===== config.mk =====
export PLATFORM = sky130hd
export DESIGN_NAME = mem_access
export DESIGN_NICKNAME = d
export VERILOG_FILES = /design/src/rtl/mem_access.sv
export SDC_FILE = /design/constraint.sdc
export NUM_CORES = 1
export LEC_CHECK = 0
export BUFFER_PORTS_ARGS = -buffer_cell sky130_fd_sc_hd__buf_2
export CAP_MARGIN = 15
export CORE_MARGIN = 1
export CORE_UTILIZATION = 51
export DETAILED_ROUTE_END_ITERATION = 8
export GPL_ROUTABILITY_DRIVEN = 0
export HOLD_SLACK_MARGIN = 0.02
export MAX_ROUTING_LAYER = met4
export PLACE_DENSITY = 0.85
export SYNTH_ARGS = -nofsm -noshare
export SYNTH_HDL_FRONTEND = slang
export SYNTH_SLANG_ARGS = --single-unit

===== constraint.sdc =====
create_clock -name clk -period 4.13 [get_ports clk]
set_input_delay 0.2065 -clock clk [delete_from_list [all_inputs] [get_ports clk]]
set_output_delay 0.2065 -clock clk [all_outputs]
set_load 0.02 [all_outputs]

===== src/rtl/mem_access.sv =====
// Data-memory access stage: issues word-aligned bus requests for loads/stores,
// right-justifies load data, and passes non-memory ops through one register stage.
module mem_access (
  input  logic        clk,
  input  logic        rst_n,
  input  logic        in_valid,
  input  logic [3:0]  op_type,
  input  logic [4:0]  op_spec,
  input  logic [31:0] addr,
  input  logic [31:0] st_dat,
  input  logic [4:0]  rd_ind,
  input  logic [31:0] rd_dat,
  output logic        stall,
  output logic        req_valid,
  input  logic        req_ready,
  output logic        req_we,
  output logic [31:0] req_addr,
  output logic [3:0]  req_be,
  output logic [31:0] req_wdat,
  input  logic        resp_valid,
  input  logic [31:0] resp_rdat,
  output logic        out_valid,
  output logic [3:0]  op_type_out,
  output logic [4:0]  op_spec_out,
  output logic [4:0]  rd_ind_out,
  output logic [31:0] rd_dat_out,
  output logic [31:0] mem_dat_out,
  output logic        misalign_out
);

  typedef enum logic [1:0] {IDLE, REQ, WAIT, DONE} state_t;

  state_t      state_q, state_d;
  logic        we_q, we_d;
  logic [29:0] waddr_q, waddr_d;
  logic [1:0]  off_q, off_d;
  logic [3:0]  be_q, be_d;
  logic [31:0] wdat_q, wdat_d;
  logic [3:0]  op_type_q, op_type_d;
  logic [4:0]  op_spec_q, op_spec_d;
  logic [4:0]  rd_ind_q, rd_ind_d;
  logic [31:0] rd_dat_q, rd_dat_d;
  logic [31:0] mem_dat_q, mem_dat_d;
  logic        out_valid_q, out_valid_d;
  logic        misalign_q, misalign_d;

  logic        is_mem, is_byte, is_half, is_word, misaligned, go;
  logic [3:0]  be_new;
  logic [31:0] wdat_new, shifted, load_dat;

  // Incoming op decode
  always_comb begin
    is_mem     = (op_type == 4'd1) && (op_spec <= 5'd7);
    is_byte    = op_spec[2:0] inside {3'd0, 3'd3, 3'd5};
    is_half    = op_spec[2:0] inside {3'd1, 3'd4, 3'd6};
    is_word    = op_spec[2:0] inside {3'd2, 3'd7};
    misaligned = is_mem && ((is_half && addr[0]) || (is_word && (addr[1:0] != 2'b00)));
    go         = in_valid && is_mem && !misaligned;
    if (is_byte) begin
      be_new   = 4'b0001 << addr[1:0];
      wdat_new = {4{st_dat[7:0]}};
    end else if (is_half) begin
      be_new   = 4'b0011 << addr[1:0];
      wdat_new = {2{st_dat[15:0]}};
    end else begin
      be_new   = 4'b1111;
      wdat_new = st_dat;
    end
  end

  // Load data right-justified from the captured offset, then trimmed to access width
  always_comb begin
    shifted = resp_rdat >> {off_q, 3'b000};
    if (op_spec_q[2:0] inside {3'd0, 3'd3})
      load_dat = {24'd0, shifted[7:0]};
    else if (op_spec_q[2:0] inside {3'd1, 3'd4})
      load_dat = {16'd0, shifted[15:0]};
    else
      load_dat = shifted;
  end

  always_comb begin
    state_d     = state_q;
    we_d        = we_q;
    waddr_d     = waddr_q;
    off_d       = off_q;
    be_d        = be_q;
    wdat_d      = wdat_q;
    op_type_d   = op_type_q;
    op_spec_d   = op_spec_q;
    rd_ind_d    = rd_ind_q;
    rd_dat_d    = rd_dat_q;
    mem_dat_d   = mem_dat_q;
    misalign_d  = misalign_q;
    out_valid_d = 1'b0;
    case (state_q)
      IDLE: begin
        mem_dat_d  = '0;
        misalign_d = 1'b0;
        if (in_valid) begin
          op_type_d  = op_type;
          op_spec_d  = op_spec;
          rd_ind_d   = rd_ind;
          rd_dat_d   = rd_dat;
          misalign_d = misaligned;
          if (go) begin
            state_d = REQ;
            we_d    = (op_spec[2:0] >= 3'd5);
            waddr_d = addr[31:2];
            off_d   = addr[1:0];
            be_d    = be_new;
            wdat_d  = wdat_new;
          end else begin
            out_valid_d = 1'b1;
          end
        end
      end
      REQ: begin
        if (req_ready) begin
          state_d     = we_q ? DONE : WAIT;
          out_valid_d = we_q;
        end
      end
      WAIT: begin
        if (resp_valid) begin
          mem_dat_d   = load_dat;
          state_d     = DONE;
          out_valid_d = 1'b1;
        end
      end
      default: state_d = IDLE;
    endcase
  end

  always_ff @(posedge clk or negedge rst_n) begin
    if (!rst_n) begin
      state_q     <= IDLE;
      we_q        <= 1'b0;
      waddr_q     <= '0;
      off_q       <= '0;
      be_q        <= '0;
      wdat_q      <= '0;
      op_type_q   <= '0;
      op_spec_q   <= '0;
      rd_ind_q    <= '0;
      rd_dat_q    <= '0;
      mem_dat_q   <= '0;
      out_valid_q <= 1'b0;
      misalign_q  <= 1'b0;
    end else begin
      state_q     <= state_d;
      we_q        <= we_d;
      waddr_q     <= waddr_d;
      off_q       <= off_d;
      be_q        <= be_d;
      wdat_q      <= wdat_d;
      op_type_q   <= op_type_d;
      op_spec_q   <= op_spec_d;
      rd_ind_q    <= rd_ind_d;
      rd_dat_q    <= rd_dat_d;
      mem_dat_q   <= mem_dat_d;
      out_valid_q <= out_valid_d;
      misalign_q  <= misalign_d;
    end
  end

  assign stall        = (state_q == REQ) || (state_q == WAIT) || ((state_q == IDLE) && go);
  assign req_valid    = (state_q == REQ);
  assign req_we       = we_q;
  assign req_addr     = {waddr_q, 2'b00};
  assign req_be       = be_q;
  assign req_wdat     = wdat_q;
  assign out_valid    = out_valid_q;
  assign op_type_out  = op_type_q;
  assign op_spec_out  = op_spec_q;
  assign rd_ind_out   = rd_ind_q;
  assign rd_dat_out   = rd_dat_q;
  assign mem_dat_out  = mem_dat_q;
  assign misalign_out = misalign_q;

endmodule


-- Yosys cells after proc, flatten, opt, wreduce, memory -nomap -nowiden
Index checks and enable logic that the tools add are counted.
- bits in registers: 151
- input port bits: 147
- output and inout port bits: 151
- logic and storage cells: 80
- $lt $le $gt $ge: 2
- equality and inequality tests: 17
- shifts and indexed selects: 3
- mux-type cells: 20
- reduce and logical (&&, ||, !) cells: 25
- operators with widths (kind ; number):
    32-bit two-way mux ; 5
    32-bit case mux with 2 select lines ; 1
    32-bit by 5-bit right shift with 32-bit output ; 1
    3-bit equality test (second input constant) ; 5
    2-bit nonzero test ; 5
    3-bit by 2-bit equality test with 1-bit output (second input constant) ; 3
    2-bit two-way mux ; 4
    4-bit two-way mux ; 2
    1-bit logical AND ; 7
    3-bit by 1-bit equality test with 1-bit output (second input constant) ; 2
    3-bit zero test ; 2
    1-bit two-way mux ; 6
    2-bit inequality test (second input constant) ; 3
    2-bit case mux with 3 select lines ; 1
    3-bit nonzero test ; 2
    5-bit by 3-bit less-or-equal comparator with 1-bit output (second input constant) ; 1
    4-bit by 1-bit equality test with 1-bit output (second input constant) ; 1
    2-bit AND reduction ; 2
    4-bit AND reduction ; 1
    1-bit by 2-bit << shifter with 4-bit output (first input constant) ; 1
    2-bit by 2-bit << shifter with 4-bit output (first input constant) ; 1
    3-bit greater-or-equal comparator (second input constant) ; 1
    1-bit logical OR ; 3
    1-bit case mux with 3 select lines ; 1
    6 further kinds ; 6

-- Longest topological paths before layout
Gate-level depths: netlist of run 1.
- depth after elaboration: 10
- gate-level depth with buffers: 7

-- Worst setup path before layout of run 1
No wires, ideal clock.
- path kind: register to register
- from: register state_q[0]
- to: register mem_dat_q[25] (netlist: mem_dat_out[25])
- arrival time: 1.739 ns
- data required time: 4.063 ns
- path slack: 2.324 ns
- stages on the path, launching flop included: 7
- path buffers: 2
- period minus slack after synthesis: 1.806 ns
- cell sequence: dfrtp_1 -> inv_1 -> ha_1 -> clkbuf_1 -> mux2i_1 -> clkbuf_1 -> a22o_1
- word-level cells in the longest chain between the ends: 3
- elaborated cells between the ends (all ways): 6
- classes of those cells: eq/ne: 2; mux: 1; reduce/logical: 3
- RTL lines (what ; RTL line ; RTL):
    from (decl) ; 33 ; state_t state_q, state_d;
    from (signal assigned) ; 151 ; state_q <= state_d;
    2-bit equality test / 2-bit zero test (equally long branches) ; 96 ; case (state_q)
    2-bit inequality test (no line) / 2-bit nonzero test (equally long branches) ; n/a ;
    2-bit AND reduction (no line) ; n/a ;
    to (signal assigned) ; 161 ; mem_dat_q <= mem_dat_d;
    to (decl) ; 43 ; logic [31:0] mem_dat_q, mem_dat_d;
Several ways; a longest one is shown, not always the timed one.
A chain may end at the register's enable or synchronous reset.

-- Final worst setup path of run 1
- from: register state_q[0]
- to: register mem_dat_q[31] (netlist: mem_dat_out[31])
The elaborated chain is that of the path after synthesis.

==> results by group, run 1 <==
Cells and area
  – Post-layout nets: 1,032
  – Diode count: 0
  – Layout cell share with drive strength beyond 1: 0.4724
  – Util after Layout: 0.7414
  – Area grow syn2layout: 41.55%

Clock tree
  – Latest clock arrival within the worst-skew pair: 420 ps
  – CTS tree: yes
  – Clk slew on worst S/H paths: 60 ps
  – Root Buffer Master: clkbuf_16
  – Clk sinks: 151
  – H-tree Lvls: 4
  – Clock Tree Buf Depth: 2
  – TritonCTS Buffers: 17

Route
  – Wire per inst: 17.55 microns
  – Final wirelength: 18,620 microns
  – Drt initial violations: 304
  – DRC errors left: 0
  – Drt pass-1 iters: 5
  – Post-DRT Antenna Nets: 0
  – DR vias: 5,589
  – Via density per instance: 5.268

Worst setup path
  – CP Launch Type: flop
  – Beginning of the worst register-to-register path: state_q[0]$_DFFE_PN0P_
  – Critical Path Source: state_q[0]$_DFFE_PN0P_
  – Setup crit end: mem_dat_out[31]$_DFFE_PN0P_
  – Cells along the critical path: inv_1 > ha_1 > nand2_1 > or3_1 > nor2_1 > a22o_1
  – Crit path max-delay family: simple AND/OR/NAND/NOR gates
  – Cells on worst reg2reg path: 6
  – Critical path type: reg -> reg
  – CP max stage cell: or3_1
  – Crit end category: flop
  – R2R Setup Slk: 1770 ps
  – Worst Path Required: 4480 ps
  – R2R Path End: mem_dat_out[31]$_DFFE_PN0P_
  – Crit Path Max Fanout: 12
  – CP peak stage delay: 540 ps
  – Levels on crit path: 6
  – CP Buf/Inv Count: 1
  – Crit path DAT: 2720 ps

STA
  – Clock skew: 3.976 ps
  – Total negative slack: 0 ps
  – Period utilisation layout: 0.5725
  – Final hold vios: 0
  – Achievable Freq: 422.9 MHz
  – Tightest Pin Transition: 1100 ps
  – RSZ-0062 raised after global routing: false
  – Final min period: 2365 ps
  – Max_slew headroom: 0.2644
  – Max-slew violations: 0
  – Setup violators final: 0

Synth
  – Post-synthesis sequential area ratio: 0.5716
  – Synth area leaders: dfrtp_1, mux2_2, mux2i_1
  – Yosys top cell area share: 0.5716
  – Yosys Warn Count: 0
  – Most common cell in the synthesized netlist: dfrtp_1
  – Synth area leader: dfrtp_1
  – Number of synthesized flops with an enable pin: 0
  – Post-Syn Instances: 535
  – Syn Std Cell Area: 0.006610 sq mm
  – Synth cell count leaders: dfrtp_1, mux2_2, nand2_1
  – Post-synth ARST share: 1.000
  – Post-synth top flop: dfrtp_1
  – FF+latch count, synth: 151
  – Unique masters post-synth: 40
  – Mapped Avg Cell Area: 12.36 sq um

Global route
  – Vias in the first global route: 5,631
  – Grt ovf: 0
  – Total global-route track usage: 0.2899
  – Initial antenna violation count: 0
  – First-pass GRT wire length: 27,990 microns
  – Largest net degree at the start of global routing: 87

Outcome
  – Status: finished clean

Floorplan
  – Vert. Die Dim: 115.8 microns
  – Die area: 0.01342 sq mm
  – Die W: 115.8 microns
  – Core Area: 0.01262 sq mm
  – Starting Density: 0.5238
  – Num rows: 41
  – Io pins: 298

Flow run
  – Max-cap viol count: 0

Power
  – Worst IR Drop VDD: 0.0002743 V
  – P per Cell Area: 624.6 mW/mm^2
  – LEAKAGE: 4.916 nW

Worst hold path
  – Hold Crit Class: in -> reg
  – Hold Path Depth: 2

Placed design
  – Detail Placement HPWL: 12,760 microns
  – PortBufs: 295
-- metrics by stage --
stage	setup WS [ps]	power, mW	cells	hold slack (ps)	area [sq um]
after detailed placement	1549	4.282	975	314.8	8220
after floorplan	2324	3.492	536	-89.09	6614
after global routing	1547	6.146	1061	20.67	9356
after CTS	1763	5.871	1061	20.24	9356
final	1765	5.844	1061	34.40	9356
after global placement	1606	4.204	975	314.9	8220
-- registers in the layout (all words and copies together) (netlist names) --
register      count
waddr_q          30
out_valid         1
op_type_out       4
rd_dat_out       32
req_be            4
req_we            1
req_wdat         32
state_q           2
op_spec_out       5
off_q             2
mem_dat_out      32
rd_ind_out        5
misalign_out      1
-- worst register-to-register path: cells and delay by family, from the launching register on --
kind,cells,cell delay [ps]
and+or+nand+nor,3,1170
adders and majority gates,1,430
DFF,1,410
AOI/OAI and AO/OA,1,210
buffers and inverters,1,90
-- repair_timing --
item / CTS / global route
resized for setup: 0 / 0
hold endpoints to repair: 138 / 0
endpoints found under the setup margin: 0 / 0
hold buffers: 55 / 0
buffers inserted: 0 / 0
-- worst min-delay path by stage --
stage          slack (ps)                    endpoint       start
2_1_floorplan         -90  mem_dat_out[0]$_DFFE_PN0P_       rst_n
3_3_place_gp          310      waddr_q[4]$_DFFE_PN0P_       rst_n
3_5_place_dp          310      waddr_q[4]$_DFFE_PN0P_       rst_n
4_1_cts                20  rd_dat_out[29]$_DFFE_PN0P_  rd_dat[29]
5_1_grt                20   rd_dat_out[1]$_DFFE_PN0P_   rd_dat[1]
6_report               30  rd_dat_out[28]$_DFFE_PN0P_  rd_dat[28]
-- report_power, final --
group | internal [mW] | switching [mW] | leakage [nW]
clock | 0.946 | 0.595 | 0.276
sequential | 1.92 | 0.233 | 1.97
combinational | 0.869 | 1.28 | 2.67
total | 3.74 | 2.11 | 4.92
-- kinds of logic (layout without fill, tap and decap cells) --
family          Yosys count  in the layout  share of synthesized area
buf+inv                  41            394                    0.02877
flops                   151            151                     0.5716
mux                     128            128                     0.2101
simple gates             94             94                    0.06322
other cells               1              2                  0.0005673
xor+xnor                  2              2                   0.002650
compound gates          110            110                     0.1079
fa+ha+maj                 8              8                    0.01514
-- placed cells by master (no fill, tap or decap), drive strengths merged --
cell,n
buf,301
dfrtp,151
mux2,86
dlygate4sd3,55
nand2,51
o21ai,50
mux2i,42
nor2,22
clkbuf,19
a21oi,16
nor2b,10
a211oi,9
a32o,9
inv,9
a22o,8
a221oi,8
ha,8
clkinvlp,4
nand2b,4
o22ai,4
clkinv,3
bufinv,3
xor2,2
conb,2
nand3,2
o211ai,2
nor4,1
and3b,1
and2,1
o22a,1
a31oi,1
and3,1
or3,1
o21bai,1
a221o,1
-- layer usage --
| metal | global-route usage | wire length [microns] |
|---|---|---|
| met1 | 0.3108 | 7126 |
| met2 | 0.5032 | 9594 |
| met3 | 0.06799 | 1295 |
| met4 | 0.1419 | 607 |
| met5 | - | 0 |
-- cell type report --
type | instances | area, sq um
multi-input combinational | 344 | 2660
tap | 172 | 215.2
inverter | 7 | 26.28
clock inverter | 12 | 152.6
sequential | 151 | 3779
timing repair buffer | 356 | 2091
fill | 875 | 3263
clock buffer | 19 | 432.9
Power figures use the tool's default switching activity.
==> inputs of run 2 (changes only) <==
--- a/config.mk
+++ b/config.mk
@@ -8,12 +8,12 @@
 export BUFFER_PORTS_ARGS = -buffer_cell sky130_fd_sc_hd__buf_2
 export CAP_MARGIN = 15
 export CORE_MARGIN = 1
-export CORE_UTILIZATION = 51
+export CORE_UTILIZATION = 47
 export DETAILED_ROUTE_END_ITERATION = 8
 export GPL_ROUTABILITY_DRIVEN = 0
 export HOLD_SLACK_MARGIN = 0.02
 export MAX_ROUTING_LAYER = met4
-export PLACE_DENSITY = 0.85
+export PLACE_DENSITY = 0.79
 export SYNTH_ARGS = -nofsm -noshare
 export SYNTH_HDL_FRONTEND = slang
 export SYNTH_SLANG_ARGS = --single-unit
==> constraint.sdc (replaced) <==
create_clock -name clk -period 2.2 [get_ports clk]
set_input_delay 0.11 -clock clk [delete_from_list [all_inputs] [get_ports clk]]
set_output_delay 0.11 -clock clk [all_outputs]
set_load 0.02 [all_outputs]
==> run 2 against run 1 <==
Clock power grew 100%. Clock-buffer cell count increased by 3. Cell area increased by 8.2%. Highest routed layer unchanged. Die area is 8.4% higher. Setup slack worse by 1600 ps. Largest power group is now combinational logic. Worst hold slack better by 11 ps. Critical endpoint is now stall. Largest cell class unchanged.
==> results by group, run 2 (synthesized netlist as in run 1, its figures left out) <==
Outcome
  – Status: finished clean

STA
  – Max-slew violations: 0
  – Worst hold slack: 45.88 ps
  – Max_slew headroom: 0.5731
  – Final hold vios: 0
  – RSZ-0062 raised after global routing: false
  – Tightest Pin Transition: 640.3 ps
  – Final min period: 2067 ps
  – Clock skew: 5.633 ps
  – Total negative slack: 0 ps
  – Period utilisation layout: 0.9394
  – Achievable Freq: 483.9 MHz
  – Setup violators final: 0

Floorplan
  – Vert. Die Dim: 120.6 microns
  – Starting Density: 0.4914
  – Die area: 0.01454 sq mm
  – Num rows: 42
  – Core Area: 0.01345 sq mm
  – Io pins: 298
  – Die W: 120.6 microns

Clock tree
  – Root Buffer Master: clkbuf_16
  – Clk sinks: 151
  – Latest clock arrival within the worst-skew pair: 420 ps
  – CTS tree: yes
  – Clock Tree Buf Depth: 2
  – Post-CTS Setup Bufs: 0
  – TritonCTS Buffers: 17
  – H-tree Lvls: 4
  – Clk slew on worst S/H paths: 60 ps

Power
  – Net Sw Power: 4.032 mW
  – P per Cell Area: 1128 mW/mm^2
  – Power share of the clock group: 0.272
  – LEAKAGE: 5.247 nW
  – Int Pwr: 7.385 mW
  – Worst IR Drop VDD: 0.0006511 V
  – Switch share: 0.3531
  – Share of power burned in registers: 0.356
  – Logic pwr share: 0.372

Worst setup path
  – Critical Path Source: state_q[0]$_DFFE_PN0P_
  – Crit Path Max Fanout: 21
  – Beginning of the worst register-to-register path: state_q[0]$_DFFE_PN0P_
  – Cells along the critical path: inv_1 > ha_4 > and3_4 > o211ai_4 > buf_4 > nand2b_1 > buf_2
  – R2R Path End: mem_dat_out[20]$_DFFE_PN0P_
  – Cells on worst reg2reg path: 7
  – Worst Path Required: 2090 ps
  – CP peak stage delay: 410 ps
  – CP max stage cell: dfrtp_1
  – Crit end category: primary output
  – R2R Setup Slk: 350 ps
  – CP Launch Type: flop
  – Critical path type: reg -> out
  – Crit path DAT: 1960 ps

Route
  – Drt pass-1 iters: 5
  – Final wirelength: 20,740 microns
  – Drt initial violations: 367
  – DRC errors left: 0
  – Wire per inst: 18.31 microns
  – Via density per instance: 5.281
  – DR vias: 5,983
  – Post-DRT Antenna Nets: 0

Cells and area
  – Commonest non-fill, non-tap cells in the layout: buf_2, dfrtp_1, dlygate4sd3_1
  – Area grow syn2layout: 53.15%
  – Multi-input logic area: 0.002678 sq mm
  – Fill count: 856
  – Register Area: 0.003779 sq mm
  – Layout cell share with drive strength beyond 1: 0.4524
  – Post-layout nets: 1,099
  – Most common cell after layout, fill and taps aside: buf_2

Placed design
  – Detail Placement HPWL: 12,870 microns
  – PortBufs: 295

Global route
  – Initial antenna violation count: 2
  – First-pass GRT wire length: 32,750 microns
  – Vias in the first global route: 6,460
  – Total global-route track usage: 0.3035
  – Largest net degree at the start of global routing: 80
  – Grt ovf: 0

Flow run
  – Max-cap viol count: 0

Worst hold path
  – Min-delay src: op_spec[2]
  – Hold Crit Class: in -> reg
  – Worst Hold End: req_we$_DFFE_PN0P_
  – Hold Path Depth: 3
[run 2: cell types whose count changed in the layout (fill, tap and decap cells not counted), sizes merged]
cell and change:
clkbuf +3, inv -2, buf +10, clkinv -1
diode +2, bufinv +1, clkinvlp -2, dlygate4sd3 +57
[run 2: routing by layer]
| metal | wire length (microns) | global-route usage | vias up |
|---|---|---|---|
| met5 | 0 | - | - |
| met4 | 739 | 0.1373 | 0 |
| met3 | 1510 | 0.07594 | 63 |
| met2 | 10770 | 0.5291 | 304 |
| met1 | 7722 | 0.3256 | 2886 |
| li1 | - | - | 2730 |
[run 2: final cells by class]
class / instances / share of cell area
multi-input combinational: 344 / 0.2645
antenna: 2 / 0.0004944
inverter: 7 / 0.002595
clock inverter: 8 / 0.01434
clock buffer: 22 / 0.04783
timing repair buffer: 423 / 0.2752
tap: 176 / 0.02175
sequential: 151 / 0.3733
[run 2: what timing repair did]
item,in CTS,in global routing
hold endpoints to repair,177,0
hold buffers,112,0
gates resized for setup,2,2
setup endpoints to repair,1,1
[run 2: worst max path at each step]
| stage | end | slack, ps |
|---|---|---|
| 2_1_floorplan | mem_dat_out[25]$_DFFE_PN0P_ | 390 |
| 3_3_place_gp | req_wdat[2]$_DFFE_PN0P_ | 280 |
| 3_5_place_dp | req_wdat[4]$_DFFE_PN0P_ | 230 |
| 4_1_cts | stall | 30 |
| 5_1_grt | stall | 2 |
| 6_report | stall | 130 |
[run 2: worst max-delay path, delay by kind of cell, from the launching register on]
kind / cells / cell delay [ps]
compound gates: 1 / 100
fa+ha+maj: 1 / 200
buf+inv: 3 / 520
flops: 1 / 410
simple gates: 2 / 320
[run 2: stage by stage]
stage | power, mW | util | cell area (sq um) | std cells | setup slack [ps]
2_1_floorplan | 6.555 | - | 6614 | 536 | 393.8
3_3_place_gp | 7.967 | 0.6207 | 8351 | 989 | 284.9
3_5_place_dp | 8.091 | 0.6207 | 8351 | 989 | 232.3
4_1_cts | 11.37 | 0.7511 | 10100 | 1131 | 29.54
5_1_grt | 11.98 | 0.7525 | 10120 | 1133 | 2.415
6_report | 11.42 | 0.7525 | 10120 | 1133 | 133.3
[run 2: power groups by stage]
stage               logic [mW]  clock network, mW  registers, mW
floorplan                 1.49                  0           5.06
global placement          3.94                  0           4.03
detailed placement        4.01                  0           4.08
CTS                       4.18               3.15           4.04
global route              4.53               3.27           4.17
finish                    4.25               3.11           4.06
==> inputs of run 3 (changes only) <==
--- a/config.mk
+++ b/config.mk
@@ -8,12 +8,12 @@
 export BUFFER_PORTS_ARGS = -buffer_cell sky130_fd_sc_hd__buf_2
 export CAP_MARGIN = 15
 export CORE_MARGIN = 1
-export CORE_UTILIZATION = 47
+export CORE_UTILIZATION = 51
 export DETAILED_ROUTE_END_ITERATION = 8
 export GPL_ROUTABILITY_DRIVEN = 0
 export HOLD_SLACK_MARGIN = 0.02
 export MAX_ROUTING_LAYER = met4
-export PLACE_DENSITY = 0.79
+export PLACE_DENSITY = 0.85
 export SYNTH_ARGS = -nofsm -noshare
 export SYNTH_HDL_FRONTEND = slang
 export SYNTH_SLANG_ARGS = --single-unit
==> constraint.sdc (replaced) <==
create_clock -name clk -period 2.4 [get_ports clk]
set_input_delay 0.12 -clock clk [delete_from_list [all_inputs] [get_ports clk]]
set_output_delay 0.12 -clock clk [all_outputs]
set_load 0.02 [all_outputs]
==> run 3 against run 2 <==
Global-route usage grew 1.6 points. Clock skew increased by 1.6 ps. Utilization rose by 3.0 points. Cell area shrank 2.4%. Cell count down 1.7%. First-iteration DRC count shrank 8.2%. Flip-flop and latch count did not move. Setup slack better by 26 ps. Combinational power is 10% lower. Critical path type is now in -> out.
==> results by group, run 3 (synthesized netlist as in run 1, its figures left out) <==
Worst setup path
  – Worst Path Required: 2280 ps
  – Crit end category: primary output
  – Crit path max-delay family: buffers and inverters
  – Crit path DAT: 2120 ps
  – CP peak stage delay: 560 ps
  – CP Launch Type: primary input
  – CP Buf/Inv Count: 4
  – Crit Path Max Fanout: 27
  – Cells along the critical path: dlygate4sd3_1 > buf_2 > nor4_1 > and3_2 > o211ai_4 > buf_4 > nand2b_1 > buf_2
  – Critical path type: in -> out
  – Critical Path Most Common Cell: buf_2
  – CP max stage cell: dlygate4sd3_1

Clock tree
  – Root Buffer Master: clkbuf_16
  – Clk sinks: 151
  – Clk slew on worst S/H paths: 60 ps
  – Latest clock arrival within the worst-skew pair: 420 ps
  – TritonCTS Buffers: 17
  – Clock Tree Buf Depth: 2
  – H-tree Lvls: 4
  – CTS tree: yes

STA
  – Setup violators final: 0
  – Max-slew violations: 0
  – Final hold vios: 0
  – Clock skew: 7.217 ps
  – Total negative slack: 0 ps
  – Tightest Pin Transition: 898.4 ps
  – Period utilisation layout: 0.9337
  – Achievable Freq: 446.3 MHz
  – Final min period: 2241 ps
  – Max_slew headroom: 0.4011
  – RSZ-0062 raised after global routing: false

Route
  – Wire per inst: 18.40 microns
  – Via density per instance: 5.429
  – Drt initial violations: 337
  – DR vias: 6,048
  – DRC errors left: 0
  – Post-DRT Antenna Nets: 0
  – Final wirelength: 20,500 microns
  – Drt pass-1 iters: 6

Cells and area
  – Most common cell after layout, fill and taps aside: buf_2
  – Commonest non-fill, non-tap cells in the layout: buf_2, dfrtp_1, dlygate4sd3_1
  – Area grow syn2layout: 49.46%
  – Post-layout nets: 1,087
  – Layout cell share with drive strength beyond 1: 0.4538
  – Util after Layout: 0.7829

Global route
  – Vias in the first global route: 6,295
  – Largest net degree at the start of global routing: 74
  – Grt ovf: 0
  – First-pass GRT wire length: 31,020 microns
  – Total global-route track usage: 0.3196
  – Initial antenna violation count: 1

Power
  – P per Cell Area: 1019 mW/mm^2
  – LEAKAGE: 5.158 nW
  – Worst IR Drop VDD: 0.0004541 V

Floorplan
  – Core Area: 0.01262 sq mm
  – Die area: 0.01342 sq mm
  – Die W: 115.8 microns
  – Io pins: 298
  – Starting Density: 0.5238
  – Vert. Die Dim: 115.8 microns
  – Num rows: 41

Placed design
  – Detail Placement HPWL: 12,780 microns
  – PortBufs: 295

Worst hold path
  – Hold Crit Class: in -> reg

Flow run
  – Max-cap viol count: 0

Outcome
  – Status: finished clean
run 3: through the flow:
stage	power (mW)	worst slack [ps]	instance area (sq um)	cells	hold WS, ps
global placement	7.255	514.5	8305	983	165.3
floorplan	6.008	593.8	6614	536	-175.6
finish	10.07	159.2	9879	1114	39.00
CTS	10.00	78.57	9873	1113	22.01
detailed placement	7.387	467.8	8305	983	167.6
global route	10.57	17.91	9879	1114	38.50
run 3: path summary, 6_finish.rpt:
| kind | startpoint | end | slack (ps) | cells past startpoint |
|---|---|---|---|---|
| worst max-delay path | op_type[3] | stall | 160 | 8 |
| worst min-delay path | st_dat[10] | req_wdat[10]$_DFFE_PN0P_ | 40 | 3 |
| worst max register to register | state_q[0]$_DFFE_PN0P_ | waddr_q[17]$_DFFE_PN0P_ | 510 | 6 |
| worst min register to register | req_wdat[12]$_DFFE_PN0P_ | req_wdat[12]$_DFFE_PN0P_ | 480 | 2 |
| max in group asynchronous | rst_n | rd_dat_out[16]$_DFFE_PN0P_ | 1360 | 3 |
| min in group asynchronous | rst_n | waddr_q[8]$_DFFE_PN0P_ | 270 | 2 |
run 3: power breakdown:
group | switching (mW) | internal [mW]
sequential | 0.445 | 3.31
combinational | 2.24 | 1.58
clock | 0.960 | 1.54
total | 3.64 | 6.43
run 3: area by class of cell:
cell class	count	area (sq um)
fill	785	2740
inverter	7	26.28
sequential	151	3779
timing repair buffer	411	2646
clock inverter	4	45.04
antenna	1	2.502
clock buffer	24	501.7
tap	172	215.2
multi-input combinational	344	2664
run 3: tightest hold or removal path, delay by kind of cell:
family,cells,cell delay (ps)
multiplexers,1,70
buffers and inverters,1,90
AO/OA/AOI/OAI,1,140
run 3: per-layer routing:
metal,up-vias,wire [microns],track usage
met5,-,0,-
met4,0,1005,0.2009
met3,80,1611,0.08159
met2,347,10460,0.5353
met1,2918,7423,0.3369
li1,2703,-,-
run 3: timing repair:
action,4_1_cts,5_1_grt
hold endpoints to repair,169,0
endpoints found under the setup margin,0,1
setup buffers,0,0
resized for setup,0,2
hold buffers,102,0
